## src/rtl/pic_pkg.sv

```systemverilog
// Shared definitions for the PIC blocks: acknowledge-sequencer states, the
// default spurious ID and a 3-to-8 one-hot decoder.
package pic_pkg;

  typedef enum logic [2:0] {
    StIdle,
    StAck1,
    StWait2,
    StAck2,
    StVec
  } inta_state_e;

  localparam logic [2:0] SpuriousIdDefault = 3'd7;

  function automatic logic [7:0] onehot8(input logic [2:0] idx);
    onehot8 = 8'h01 << idx;
  endfunction

endpackage

```

## src/rtl/pin_sync.sv

```systemverilog
// N-flop synchroniser for an asynchronous input pin, with an asynchronous
// active-low reset to a configurable idle level.
module pin_sync #(
  parameter int unsigned N        = 2,
  parameter logic        ResetVal = 1'b1
) (
  input  logic clk,
  input  logic rst_n,
  input  logic d_i,
  output logic q_o
);

  logic [N-1:0] sync_q;

  always_ff @(posedge clk or negedge rst_n) begin
    if (!rst_n) begin
      sync_q <= {N{ResetVal}};
    end else begin
      sync_q <= {sync_q[N-2:0], d_i};
    end
  end

  assign q_o = sync_q[N-1];

endmodule

```

## src/rtl/inta_sequencer.sv

```systemverilog
// Interrupt-acknowledge sequencer: raises INT, tracks the two INTA# pulses,
// latches the interrupt ID, strobes the in-service bit and drives the vector.
module inta_sequencer
  import pic_pkg::*;
#(
  parameter int unsigned SYNC_STAGES = 2,
  parameter logic [2:0]  SPURIOUS_ID = SpuriousIdDefault
) (
  input  logic       clk,
  input  logic       rst_n,
  input  logic       inta_n,
  input  logic       req_valid,
  input  logic [2:0] req_id,
  input  logic       vec_flag,
  input  logic [4:0] icw2_base,
  input  logic       aeoi,
  output logic       int_out,
  output logic       pulse1,
  output logic       pulse2,
  output logic [2:0] intr_id,
  output logic [7:0] isr_set,
  output logic [7:0] eoi_clr,
  output logic [7:0] data_out,
  output logic       data_oe
);

  logic cur_s;
  logic prev_q;
  logic fall;
  logic rise;

  pin_sync #(
    .N        (SYNC_STAGES),
    .ResetVal (1'b1)
  ) u_inta_sync (
    .clk   (clk),
    .rst_n (rst_n),
    .d_i   (inta_n),
    .q_o   (cur_s)
  );

  assign fall = prev_q & ~cur_s;
  assign rise = ~prev_q & cur_s;

  inta_state_e state_q;
  logic        int_out_q;
  logic        pulse1_q;
  logic        pulse2_q;
  logic [2:0]  intr_id_q;
  logic        spurious_q;
  logic [7:0]  isr_set_q;
  logic [7:0]  eoi_clr_q;
  logic [7:0]  data_out_q;
  logic        data_oe_q;

  always_ff @(posedge clk or negedge rst_n) begin
    if (!rst_n) begin
      state_q    <= StIdle;
      prev_q     <= 1'b1;
      int_out_q  <= 1'b0;
      pulse1_q   <= 1'b0;
      pulse2_q   <= 1'b0;
      intr_id_q  <= 3'd0;
      spurious_q <= 1'b0;
      isr_set_q  <= 8'h00;
      eoi_clr_q  <= 8'h00;
      data_out_q <= 8'h00;
      data_oe_q  <= 1'b0;
    end else begin
      prev_q    <= cur_s;
      pulse1_q  <= 1'b0;
      pulse2_q  <= 1'b0;
      isr_set_q <= 8'h00;
      eoi_clr_q <= 8'h00;
      unique case (state_q)
        StIdle: begin
          int_out_q <= req_valid;
          // A fall with no pending request is still acknowledged, as spurious.
          if (fall) begin
            state_q    <= StAck1;
            pulse1_q   <= 1'b1;
            int_out_q  <= 1'b0;
            intr_id_q  <= req_valid ? req_id : SPURIOUS_ID;
            spurious_q <= ~req_valid;
          end
        end
        StAck1: begin
          // In-service strobe trails pulse1 by a cycle so the strobes never overlap.
          isr_set_q <= spurious_q ? 8'h00 : onehot8(intr_id_q);
          state_q   <= StWait2;
        end
        StWait2: begin
          if (fall) begin
            state_q  <= StAck2;
            pulse2_q <= 1'b1;
          end
        end
        StAck2: begin
          data_oe_q  <= vec_flag;
          data_out_q <= vec_flag ? {icw2_base, intr_id_q} : 8'h00;
          state_q    <= StVec;
        end
        StVec: begin
          if (rise) begin
            eoi_clr_q  <= (aeoi && !spurious_q) ? onehot8(intr_id_q) : 8'h00;
            data_oe_q  <= 1'b0;
            data_out_q <= 8'h00;
            state_q    <= StIdle;
          end else begin
            data_oe_q  <= vec_flag;
            data_out_q <= vec_flag ? {icw2_base, intr_id_q} : 8'h00;
          end
        end
        default: state_q <= StIdle;
      endcase
    end
  end

  assign int_out  = int_out_q;
  assign pulse1   = pulse1_q;
  assign pulse2   = pulse2_q;
  assign intr_id  = intr_id_q;
  assign isr_set  = isr_set_q;
  assign eoi_clr  = eoi_clr_q;
  assign data_out = data_out_q;
  assign data_oe  = data_oe_q;

endmodule
```

## config.mk

```make
export PLATFORM = sky130hd
export DESIGN_NAME = inta_sequencer
export DESIGN_NICKNAME = d
export VERILOG_FILES = /design/src/rtl/pic_pkg.sv /design/src/rtl/pin_sync.sv /design/src/rtl/inta_sequencer.sv
export SDC_FILE = /design/constraint.sdc
export NUM_CORES = 1
export LEC_CHECK = 0
export CAP_MARGIN = 30
export CORE_ASPECT_RATIO = 1.25
export CORE_MARGIN = 1
export CORE_UTILIZATION = 44
export DETAILED_ROUTE_END_ITERATION = 10
export HOLD_SLACK_MARGIN = 0.02
export PLACE_DENSITY = 0.75
export SKIP_LAST_GASP = 1
export SYNTH_ARGS = -nofsm -noshare
export SYNTH_HDL_FRONTEND = slang
export SYNTH_SLANG_ARGS = --single-unit
```

## constraint.sdc

```tcl
create_clock -name clk -period 1.7 [get_ports clk]
set_input_delay 0.425 -clock clk [delete_from_list [all_inputs] [get_ports clk]]
set_output_delay 0.425 -clock clk [all_outputs]
set_load 0.02 [all_outputs]
```

==> impl_results.md <==
- Instance count of the mapped netlist: 104
- Setup repair bufs after CTS: 0
- X dimension of the die: 52.3 microns
- Overall routing resource usage: 0.176
- Count of input and output buffers: 44
- Most instantiated cells after synthesis: sky130_fd_sc_hd__dfrtp_1 (35), sky130_fd_sc_hd__nor2_1 (14), sky130_fd_sc_hd__a22o_1 (8), sky130_fd_sc_hd__nand2b_1 (7), sky130_fd_sc_hd__nor3_1 (6)
- Maximum resistive drop on vdd: 0.841 mV
- Antenna fix cells: 0
- Clock root cell: sky130_fd_sc_hd__clkbuf_4
- Wire per inst: 13.0 microns
- Post-synth top area share: 0.630
- Fill cell count: 260
- Share of the cycle needed by the critical path after routing: 0.927
- Number of buffers on the longest clock path: 2
- Total Power: 2.63 mW
- Synth top area cells: sky130_fd_sc_hd__dfrtp_1 (63%), sky130_fd_sc_hd__dfstp_2 (5.7%), sky130_fd_sc_hd__a22o_1 (5.0%), sky130_fd_sc_hd__nor2_1 (3.8%), sky130_fd_sc_hd__nand2b_1 (3.2%)
- Number of max-cap violations: 0
- Via density per instance: 4.89
- Remaining number of nets flagged by the antenna check after routing: 0
- Site Rows: 22
- Clock sink count: 38
- Syn-to-layout area delta: 37.5%
- Unrepaired setup endpoints after global routing: no
- Syn Std Cell Area: 1390 sq um
- Count of final hold-check violations: 0
- Req. time, crit path: 1970 ps
- Number of synthesis warnings: 0
- Number of design-rule violations left by the first detailed-router iteration: 7
- Worst hold slack: 113 ps
- Number of register bits inferred by synthesis: 38
- Core footprint: 2970 sq um
- Crit Path Category: flop to flop
- Hold Path Class: input port to asynchronous set/reset pin
- Clock-pin transition on the worst setup and hold timing paths: 100 ps
- Count of unique library cells instantiated by Yosys: 27
- Worst Setup Start Kind: flop
- Outcome: complete, no violations
- Most area-hungry cell type in the Yosys netlist: sky130_fd_sc_hd__dfrtp_1
- Seq pwr share: 0.473
- Post-route core utilization: 0.643
- First-pass GRT wire length: 4220 microns
- Residual DRC: 0
- Initial cell density of the core: 0.468
- Count of nets after finishing: 170
- Worst-path maximum fanout: 9
- Fraction of power spent switching nets: 0.358
- Number of top-level design ports: 45
- Antenna violations before repair: 0
- Vertical die dimension: 64.8 microns
- Max Freq: 634 MHz
- Cell with the most instances after synthesis: sky130_fd_sc_hd__dfrtp_1
- Internal: 1.69 mW
- GR Overflow Total: 0
- Number of levels in the clock H-tree: 2
- Clock Skew: 4.00 ps
- Number of synthesized flops with an enable pin: 0
- DP HPWL: 1930 microns
- Avg Cell Area, Syn: 13.4 sq um
- Aggregate routed wire length: 2490 microns
- Synth Net Count: 118
- Dpl cells: 185
- TritonCTS clock tree: yes
- Relative contribution of the clock network to total power: 0.153
- Predominant post-synthesis flop cell: sky130_fd_sc_hd__dfrtp_1
- Clock latency of the later-clocked register in the worst-skew pair: 330 ps
- Critical Path AT: 1850 ps
- Die outline area: 3390 sq um
- Combinational cell fraction of total power: 0.373
- Power dissipated by switching net loads: 0.943 mW
- Proportion of register bits with asynchronous set or reset after synthesis: 1.00
- Length of the first detailed-routing pass in iterations: 2
- Number of max-slew violations in the final report: 0
- Total number of vias: 938
- Final std cells w/o fill: 192
- R2r setup slk: 120 ps
- Slew margin rel.: 0.703
- Power density over cell area: 1380 nW/um^2
- Number of failing setup endpoints in the final timing report: 0
- Post-synthesis sequential area ratio: 0.687
- Num CTS Buffers: 5
- Worst-Margin Slew: 445 ps
- CP Capture Type: flop
- Via count of the first global-routing pass: 904
- Routability congestion estimate: 0.833
- Share of post-route cells with drive strength above 1: 0.154
- Pin count of the biggest net entering global routing: 39
- Final critical path time including I/O delays and setup: 1580 ps
- Leakage: 1.08 nW
==> cell usage in the layout, fill, tap and decap left out, types with 2 or more instances in the layout <==
| cell type | count |
|---|---|
| sky130_fd_sc_hd__clkinv_2 | 2 |
| sky130_fd_sc_hd__mux2_2 | 3 |
| sky130_fd_sc_hd__nand2b_1 | 7 |
| sky130_fd_sc_hd__nor3_1 | 6 |
| sky130_fd_sc_hd__dfrtp_1 | 35 |
| sky130_fd_sc_hd__dlymetal6s2s_1 | 7 |
| sky130_fd_sc_hd__clkdlybuf4s50_1 | 12 |
| sky130_fd_sc_hd__buf_4 | 4 |
| sky130_fd_sc_hd__nand3_1 | 3 |
| sky130_fd_sc_hd__nand3b_1 | 2 |
| sky130_fd_sc_hd__nand2_1 | 2 |
| sky130_fd_sc_hd__inv_1 | 4 |
| sky130_fd_sc_hd__dlygate4sd2_1 | 24 |
| sky130_fd_sc_hd__dfstp_2 | 3 |
| sky130_fd_sc_hd__o21ai_0 | 2 |
| sky130_fd_sc_hd__a22o_1 | 8 |
| sky130_fd_sc_hd__clkbuf_4 | 5 |
| sky130_fd_sc_hd__nor2_1 | 14 |
==> metrics by stage <==
| step | area, sq um | TNS [ps] | worst slack [ps] |
|---|---|---|---|
| after floorplan | 1390 | 0 | 216 |
| after detailed placement | 1880 | -27.7 | -27.7 |
| after CTS | 1890 | 0 | 1.07 |
| after global placement | 1880 | 0 | 25.8 |
| final | 1910 | 0 | 123 |
| after global routing | 1910 | 0 | 9.48 |
==> power groups by stage <==
stage / Combinational [mW] / Clock [mW] / Sequential [mW]
global placement: 1.10 / 0 / 1.26
floorplan: 0.435 / 0 / 1.45
detailed placement: 1.11 / 0 / 1.27
global route: 1.06 / 0.476 / 1.28
finish: 0.983 / 0.404 / 1.25
CTS: 0.999 / 0.420 / 1.25
==> routing by layer <==
metal,wire length (microns),global-route usage,vias to the layer above,part of all wire
li1,-,-,456,-
met1,1010,0.215,451,0.40
met2,1290,0.272,26,0.52
met3,138,0.0704,5,0.055
met4,49,0.0789,0,0.020
met5,0,0,-,0
==> kinds of logic after synthesis <==
kind of cell / after synthesis / share of synthesized area
simple gates: 41 / 0.162
flops: 38 / 0.687
compound gates: 13 / 0.0855
buf+inv: 7 / 0.0279
mux: 4 / 0.0315
xor+xnor: 1 / 0.00630
==> state kept, by name, summed over array words and instances (netlist names) <==
register,flops
spurious_q,1
state_q,3
pulse1,1
pulse2,1
data_oe,1
u_inta_sync.sync_q,2
isr_set,8
intr_id,3
eoi_clr,8
data_out,8
int_out,1
prev_q,1
==> repair_timing <==
item | in CTS | in global routing
cloned | 0 | 0
hold buffers | 0 | 0
endpoints found under the setup margin | 24 | 7
resized for setup | 24 | 7
==> path summary, 6_finish.rpt <==
check                                      start  cells past startpoint                     to
max                                   state_q[1]                      3            data_out[1]
min                                        rst_n                      2                 pulse1
max reg2reg                           state_q[1]                      3            data_out[1]
min reg2reg                u_inta_sync.sync_q[0]                      0  u_inta_sync.sync_q[1]
max in group asynchronous                  rst_n                      2  u_inta_sync.sync_q[0]
min in group clk           u_inta_sync.sync_q[0]                      0  u_inta_sync.sync_q[1]
==> worst max-delay path: stages, from the launching register on <==
cell and delay (ps):
sky130_fd_sc_hd__dfrtp_1 450, sky130_fd_sc_hd__or3b_4 430, sky130_fd_sc_hd__o31ai_4 420, sky130_fd_sc_hd__a22o_1 220
==> layout make-up <==
class / instances / area, sq um / share of cell area
Sequential cell: 38 / 955 / 0.499
Timing Repair Buffer: 48 / 453 / 0.237
Multi-Input combinational cell: 59 / 397 / 0.207
Tap cell: 36 / 45.0 / 0.0236
Clock buffer: 5 / 37.5 / 0.0196
Inverter: 4 / 15.0 / 0.00785
Clock inverter: 2 / 10.0 / 0.00524
No activity file was read; power rests on OpenSTA's default activity.
